**config.mk**
```make
export PLATFORM = sky130hd
export DESIGN_NAME = pc_gen
export DESIGN_NICKNAME = d
export VERILOG_FILES = /design/src/rtl/pc_gen_pkg.sv /design/src/rtl/pc_gen_btb.sv /design/src/rtl/pc_gen.sv
export SDC_FILE = /design/constraint.sdc
export NUM_CORES = 2
export LEC_CHECK = 0
export CAP_MARGIN = 30
export CORE_UTILIZATION = 60
export DETAILED_ROUTE_END_ITERATION = 8
export MAX_ROUTING_LAYER = met4
export PLACE_DENSITY_LB_ADDON = 0.15
export REMOVE_ABC_BUFFERS = 1
export SYNTH_ARGS = -nofsm -noshare
export SYNTH_HDL_FRONTEND = slang
export SYNTH_SLANG_ARGS = --single-unit
export TNS_END_PERCENT = 30
```
**constraint.sdc**
```tcl
create_clock -name clk -period 7.17 [get_ports clk]
set_input_delay 0.717 -clock clk [delete_from_list [all_inputs] [get_ports clk]]
set_output_delay 0.717 -clock clk [all_outputs]
set_load 0.05 [all_outputs]
```
**src/rtl/pc_gen_pkg.sv**
```systemverilog
`default_nettype none
// ============================================================================
// Module      : pc_gen_pkg
// Description : Shared types and constants for the PC generation stage:
//               address bus type, BTB 2-bit counter type and encodings,
//               next-PC source select and the saturating counter helper.
// Revision    : 1.0 - initial release
// ============================================================================
package pc_gen_pkg;

    localparam int ADDR_BUS_WIDTH = 32;
    typedef logic [ADDR_BUS_WIDTH-1:0] ADDR_BUS;

    typedef logic [1:0] BTB_CNT_BUS;
    localparam BTB_CNT_BUS BTB_CNT_STRONG_NOT_TAKEN = 2'b00;
    localparam BTB_CNT_BUS BTB_CNT_WEAK_NOT_TAKEN   = 2'b01;
    localparam BTB_CNT_BUS BTB_CNT_WEAK_TAKEN       = 2'b10;
    localparam BTB_CNT_BUS BTB_CNT_STRONG_TAKEN     = 2'b11;

    // Next-PC source, listed from highest to lowest priority.
    typedef enum logic [2:0] {
        NPC_FLUSH    = 3'd0,
        NPC_REDIRECT = 3'd1,
        NPC_HOLD     = 3'd2,
        NPC_PRED     = 3'd3,
        NPC_SEQ      = 3'd4
    } npc_sel_e;

    // Two-bit saturating counter step toward the resolved direction.
    function automatic BTB_CNT_BUS btb_cnt_next(input BTB_CNT_BUS cnt, input logic taken);
        BTB_CNT_BUS res;
        res = cnt;
        if (taken) begin
            if (cnt != BTB_CNT_STRONG_TAKEN) res = cnt + 2'd1;
        end else begin
            if (cnt != BTB_CNT_STRONG_NOT_TAKEN) res = cnt - 2'd1;
        end
        return res;
    endfunction

endpackage
`default_nettype wire

```
**src/rtl/pc_gen_btb.sv**
```systemverilog
`default_nettype none
// ============================================================================
// Module      : pc_gen_btb
// Description : Direct-mapped branch target buffer. Combinational lookup on
//               the current fetch PC, trained on the clock edge by the
//               backend. Entries are keyed by the delay-slot PC.
// Ports       : clk, rst (async, active-low)
//               i_lookup_pc      - PC being fetched
//               o_pred_taken     - hit with counter in a taken state
//               o_pred_target    - stored target on hit, else lookup PC + 4
//               i_update_valid / i_update_pc / i_update_target /
//               i_update_taken   - training interface
// Revision    : 1.0 - initial release
// ============================================================================
module pc_gen_btb
    import pc_gen_pkg::*;
#(
    parameter int BTB_ENTRIES = 16
) (
    input  logic    clk,
    input  logic    rst,
    input  ADDR_BUS i_lookup_pc,
    output logic    o_pred_taken,
    output ADDR_BUS o_pred_target,
    input  logic    i_update_valid,
    input  ADDR_BUS i_update_pc,
    input  ADDR_BUS i_update_target,
    input  logic    i_update_taken
);

    localparam int IDX_W = $clog2(BTB_ENTRIES);
    localparam int TAG_W = ADDR_BUS_WIDTH - IDX_W - 2;

    logic [BTB_ENTRIES-1:0] r_valid;
    logic [TAG_W-1:0]       r_tag    [BTB_ENTRIES];
    ADDR_BUS                r_target [BTB_ENTRIES];
    BTB_CNT_BUS             r_cnt    [BTB_ENTRIES];

    logic [IDX_W-1:0] w_lk_idx;
    logic [TAG_W-1:0] w_lk_tag;
    logic             w_lk_hit;
    logic [IDX_W-1:0] w_up_idx;
    logic [TAG_W-1:0] w_up_tag;
    logic             w_up_hit;

    // Byte-offset bits are not part of index or tag; alignment is checked downstream.
    logic w_unused_offset;
    assign w_unused_offset = &{1'b0, i_lookup_pc[1:0], i_update_pc[1:0]};

    assign w_lk_idx = i_lookup_pc[IDX_W+1:2];
    assign w_lk_tag = i_lookup_pc[ADDR_BUS_WIDTH-1:IDX_W+2];
    assign w_lk_hit = r_valid[w_lk_idx] && (r_tag[w_lk_idx] == w_lk_tag);

    // Lookup reads the registered state, so an update to the same index in
    // this cycle only becomes visible after the edge.
    assign o_pred_taken  = w_lk_hit && r_cnt[w_lk_idx][1];
    assign o_pred_target = w_lk_hit ? r_target[w_lk_idx] : i_lookup_pc + 32'd4;

    assign w_up_idx = i_update_pc[IDX_W+1:2];
    assign w_up_tag = i_update_pc[ADDR_BUS_WIDTH-1:IDX_W+2];
    assign w_up_hit = r_valid[w_up_idx] && (r_tag[w_up_idx] == w_up_tag);

    always_ff @(posedge clk or negedge rst) begin
        if (!rst) begin
            r_valid <= '0;
            for (int i = 0; i < BTB_ENTRIES; i++) begin
                r_tag[i]    <= '0;
                r_target[i] <= '0;
                r_cnt[i]    <= BTB_CNT_WEAK_NOT_TAKEN;
            end
        end else if (i_update_valid) begin
            if (w_up_hit) begin
                r_cnt[w_up_idx] <= btb_cnt_next(r_cnt[w_up_idx], i_update_taken);
                if (i_update_taken) begin
                    r_target[w_up_idx] <= i_update_target;
                end
            end else if (i_update_taken) begin
                // Miss on a taken branch replaces whatever lived at this index.
                r_valid[w_up_idx]  <= 1'b1;
                r_tag[w_up_idx]    <= w_up_tag;
                r_target[w_up_idx] <= i_update_target;
                r_cnt[w_up_idx]    <= BTB_CNT_WEAK_TAKEN;
            end
        end
    end

endmodule
`default_nettype wire

```
**src/rtl/pc_gen.sv**
```systemverilog
`default_nettype none
// ============================================================================
// Module      : pc_gen
// Description : Front-of-pipeline PC generation. Holds the fetch PC and
//               selects the next PC from flush, redirect, stall-hold, BTB
//               prediction or sequential (+4) sources.
// Ports       : clk, rst (async, active-low)
//               stall_current_stage        - hold the PC
//               flush / flush_pc           - exception/ERET redirect (top priority)
//               redirect_valid/redirect_pc - execute-stage mispredict redirect
//               update_*                   - BTB training from the backend
//               pc_out                     - current fetch PC
//               pred_taken / pred_target   - BTB prediction for pc_out
// Revision    : 1.0 - initial release
// ============================================================================
module pc_gen
    import pc_gen_pkg::*;
#(
    parameter ADDR_BUS RESET_PC    = 32'hBFC0_0000,
    parameter int      BTB_ENTRIES = 16
) (
    input  logic    clk,
    input  logic    rst,
    input  logic    stall_current_stage,
    input  logic    flush,
    input  ADDR_BUS flush_pc,
    input  logic    redirect_valid,
    input  ADDR_BUS redirect_pc,
    input  logic    update_valid,
    input  ADDR_BUS update_pc,
    input  ADDR_BUS update_target,
    input  logic    update_taken,
    output ADDR_BUS pc_out,
    output logic    pred_taken,
    output ADDR_BUS pred_target
);

    ADDR_BUS  r_pc;
    ADDR_BUS  w_next_pc;
    npc_sel_e w_npc_sel;
    logic     w_pred_taken;
    ADDR_BUS  w_pred_target;

    pc_gen_btb #(
        .BTB_ENTRIES (BTB_ENTRIES)
    ) u_btb (
        .clk             (clk),
        .rst             (rst),
        .i_lookup_pc     (r_pc),
        .o_pred_taken    (w_pred_taken),
        .o_pred_target   (w_pred_target),
        .i_update_valid  (update_valid),
        .i_update_pc     (update_pc),
        .i_update_target (update_target),
        .i_update_taken  (update_taken)
    );

    // Flush and redirect come from later stages and must win over a stall.
    always_comb begin
        w_npc_sel = NPC_SEQ;
        if (flush) begin
            w_npc_sel = NPC_FLUSH;
        end else if (redirect_valid) begin
            w_npc_sel = NPC_REDIRECT;
        end else if (stall_current_stage) begin
            w_npc_sel = NPC_HOLD;
        end else if (w_pred_taken) begin
            w_npc_sel = NPC_PRED;
        end
    end

    always_comb begin
        w_next_pc = r_pc + 32'd4;
        case (w_npc_sel)
            NPC_FLUSH:    w_next_pc = flush_pc;
            NPC_REDIRECT: w_next_pc = redirect_pc;
            NPC_HOLD:     w_next_pc = r_pc;
            NPC_PRED:     w_next_pc = w_pred_target;
            default:      w_next_pc = r_pc + 32'd4;
        endcase
    end

    always_ff @(posedge clk or negedge rst) begin
        if (!rst) begin
            r_pc <= RESET_PC;
        end else begin
            r_pc <= w_next_pc;
        end
    end

    assign pc_out      = r_pc;
    assign pred_taken  = w_pred_taken;
    assign pred_target = w_pred_target;

endmodule
`default_nettype wire

```
==> flow_metrics.env <==
export IMPL_rsz0062_at_grt="false"
export IMPL_mappedNetlistArea_um2=52000
export IMPL_root_buffer="clkbuf_16"
export IMPL_synth_most_common_cell="dfrtp_1"
export IMPL_cp_start_kind="flip-flop"
export IMPL_synth_edf_count=0
export IMPL_fillers=5737
export IMPL_power_density_nw_per_um2=293
export IMPL_grt_pass1_vias=36119
export IMPL_yosysTopAreaCell="dfrtp_1"
export IMPL_grt_pass1_wl_um=234000
export IMPL_drcViolationCount=0
export IMPL_ys_ff_latch=1008
export IMPL_finalHoldViolCount=0
export IMPL_gp_congestion=0.914
export IMPL_clock_sinks=1008
export IMPL_core_area_um2=85500
export IMPL_ctsHtreeMaxLevel=3
export IMPL_ys_top_cells_by_area="dfrtp_1, mux2_2, mux4_2"
export IMPL_async_reset_ff_share_pct=100
export IMPL_drt_total_wl_um=157000
export IMPL_dr_pass1_iters=5
export IMPL_path_clk_slew_ns=0.06
export IMPL_grt_usage_pct=37.6
export IMPL_post_cts_resized=0
export IMPL_met3_length_um=13800
export IMPL_multiInputGateArea_um2=25200
export IMPL_cts_setup_buffers=0
export IMPL_hold_path_class="input pin to async pin"
export IMPL_slew_headroom_pct=25.6
export IMPL_nets=3810
export IMPL_wire_per_inst_um=31.9
export IMPL_setup_ws_ns=0.369
export IMPL_ff_latch_area_um2=25300
export IMPL_holdBufCountCts=0
export IMPL_tns_ns=0
export IMPL_worst_setup_path_type="flip-flop to output pin"
export IMPL_wl_met2_um=75700
export IMPL_synth_top_cell_area_share_pct=47.3
export IMPL_drv_cap=0
export IMPL_outcome="completed"
export IMPL_clock_skew_ns=0.0243
export IMPL_ys_flop_type="dfrtp_1"
export IMPL_fin_crit_ns=6.80
export IMPL_clock_latency_ns=0.69
export IMPL_drt_met1_wl_um=60800
export IMPL_drtIter0Drc=3238
export IMPL_port_buffers=197
export IMPL_ys_seq_area_share_pct=48.5
export IMPL_worst_pin_slew_ns=1.11
export IMPL_syn_instance_count=3598
export IMPL_fin_crit_sh_pct=94.8
export IMPL_cp_end_kind="output pin"
export IMPL_io_pins=200
export IMPL_cts_buffers=105
export IMPL_ir_worst_vdd_v=0.000220
export IMPL_vias=34184
export IMPL_slew_viol_final=0
export IMPL_syn2layout_area_growth_pct=12.7
export IMPL_synth_distinct_cells=78
export IMPL_required_ns=6.45
export IMPL_dp_slack_ns=1.20
export IMPL_synth_avg_cell_area_um2=14.5
export IMPL_globalRouteOverflowTotal=0
export IMPL_die_h_um=297
export IMPL_final_util_pct=68.6
export IMPL_grt_max_degree=149
export IMPL_worstPathMaxFanout=44
export IMPL_max_freq_mhz=147
export IMPL_antenna_found_initial=14
export IMPL_leakage_nw=25.4
export IMPL_critPathArrivalTime_ns=6.08
export IMPL_yosys_top_cells_count="dfrtp_1, mux2_2, mux4_2"
export IMPL_highest_layer="met4"
export IMPL_fp_dieW_um=297
export IMPL_drtAntennaViolNets=0
export IMPL_dieArea_um2=87900
export IMPL_drive_above_1_share_pct=44.9
export IMPL_clock_path_buffers=3
export IMPL_dp_final_hpwl_um=98800
export IMPL_start_util_pct=60.8
export IMPL_std_cell_rows=107
export IMPL_via_per_inst=6.95
export IMPL_ys_warn_count=0
export IMPL_cts_tree="built"
export IMPL_setup_viol=0
[sequential cells by signal (all words and copies together), names as in the netlist]
register        cells
pc_out             32
u_btb.r_cnt        32
u_btb.r_tag       416
u_btb.r_target    512
u_btb.r_valid      16
[through the flow]
step / std cells / power, mW / hold WS [ns] / instance area (µm²)
3_3_place_gp: 4709 / 11.2 / 0.459 / 55000
3_5_place_dp: 4711 / 11.5 / 0.467 / 55000
4_1_cts: 4900 / 17.2 / 0.121 / 58600
6_report: 4918 / 17.2 / 0.112 / 58700
2_1_floorplan: 3263 / 10.2 / 0.421 / 50500
5_1_grt: 4918 / 17.8 / 0.173 / 58700
[path summary, 6_finish.rpt]
check                                startpoint               end  slack (ns)  cells after the start
worst max-delay path                  pc_out[2]   pred_target[15]        0.37                     12
worst min-delay path                        rst  u_btb.r_tag[398]        0.11                      1
worst max register to register        pc_out[2]         pc_out[9]        1.55                     12
worst min register to register  u_btb.r_cnt[14]   u_btb.r_cnt[14]        0.48                      2
max in group asynchronous                   rst   u_btb.r_cnt[13]        5.21                      3
min in group clk                u_btb.r_cnt[14]   u_btb.r_cnt[14]        0.48                      2
[worst max-delay path: stages (launching register included)]
cell,delay (ns)
dfrtp_4,1.09
buf_4,0.37
mux4_2,0.55
mux2i_1,0.28
xor2_1,0.43
nand2_1,0.10
o32ai_1,0.37
nand4b_1,0.26
nor4b_4,0.38
buf_12,0.30
nor2_1,0.09
a21oi_1,0.25
clkdlybuf4s50_1,0.86
[report_power, final]
part	switching [mW]	internal, mW	total (mW)
Combinational	1.79	2.12	3.91
Sequential	0.817	6.78	7.60
Clock	2.33	3.35	5.68
Total	4.94	12.2	17.2
[cells by family (layout without fill, tap and decap cells)]
group	after synthesis	after routing	share of synthesized area, %
AOI/OAI and AO/OA	278	278	3.64
other	0	18	0
muxes	1483	1483	39.5
xor gates and xnor gates	67	67	1.13
DFF	1008	1008	48.5
buffers and inverters	364	522	3.21
adders and majority gates	3	3	0.0625
and+or+nand+nor	395	395	3.92
[layout make-up]
class	count	area share, %
flip-flops and latches	1008	43.1
multi-input cells	2226	43.0
clock buffers	150	5.27
repair buffers	304	5.08
well taps	1144	2.44
clock inverters	39	0.870
inverters	29	0.190
diodes	18	0.0768
[routing by layer]
| layer | GRT usage (%) | vias up |
|---|---|---|
| li1 | - | 13785 |
| met1 | 48.4 | 18259 |
| met2 | 58.4 | 1732 |
| met3 | 7.86 | 408 |
| met4 | 15.8 | 0 |
| met5 | - | - |
[cells in the final DEF (no fill, tap or decap), types with 81 or more instances in the layout]
cell | Yosys | final
buf_4 | 54 | 91
clkbuf_16 | 0 | 107
clkdlybuf4s50_1 | 0 | 191
dfrtp_1 | 983 | 979
mux2_2 | 962 | 962
mux2i_1 | 160 | 160
mux4_2 | 361 | 361
nand2_1 | 102 | 97
nor2_1 | 91 | 81
(Power assumes the default switching activity.)
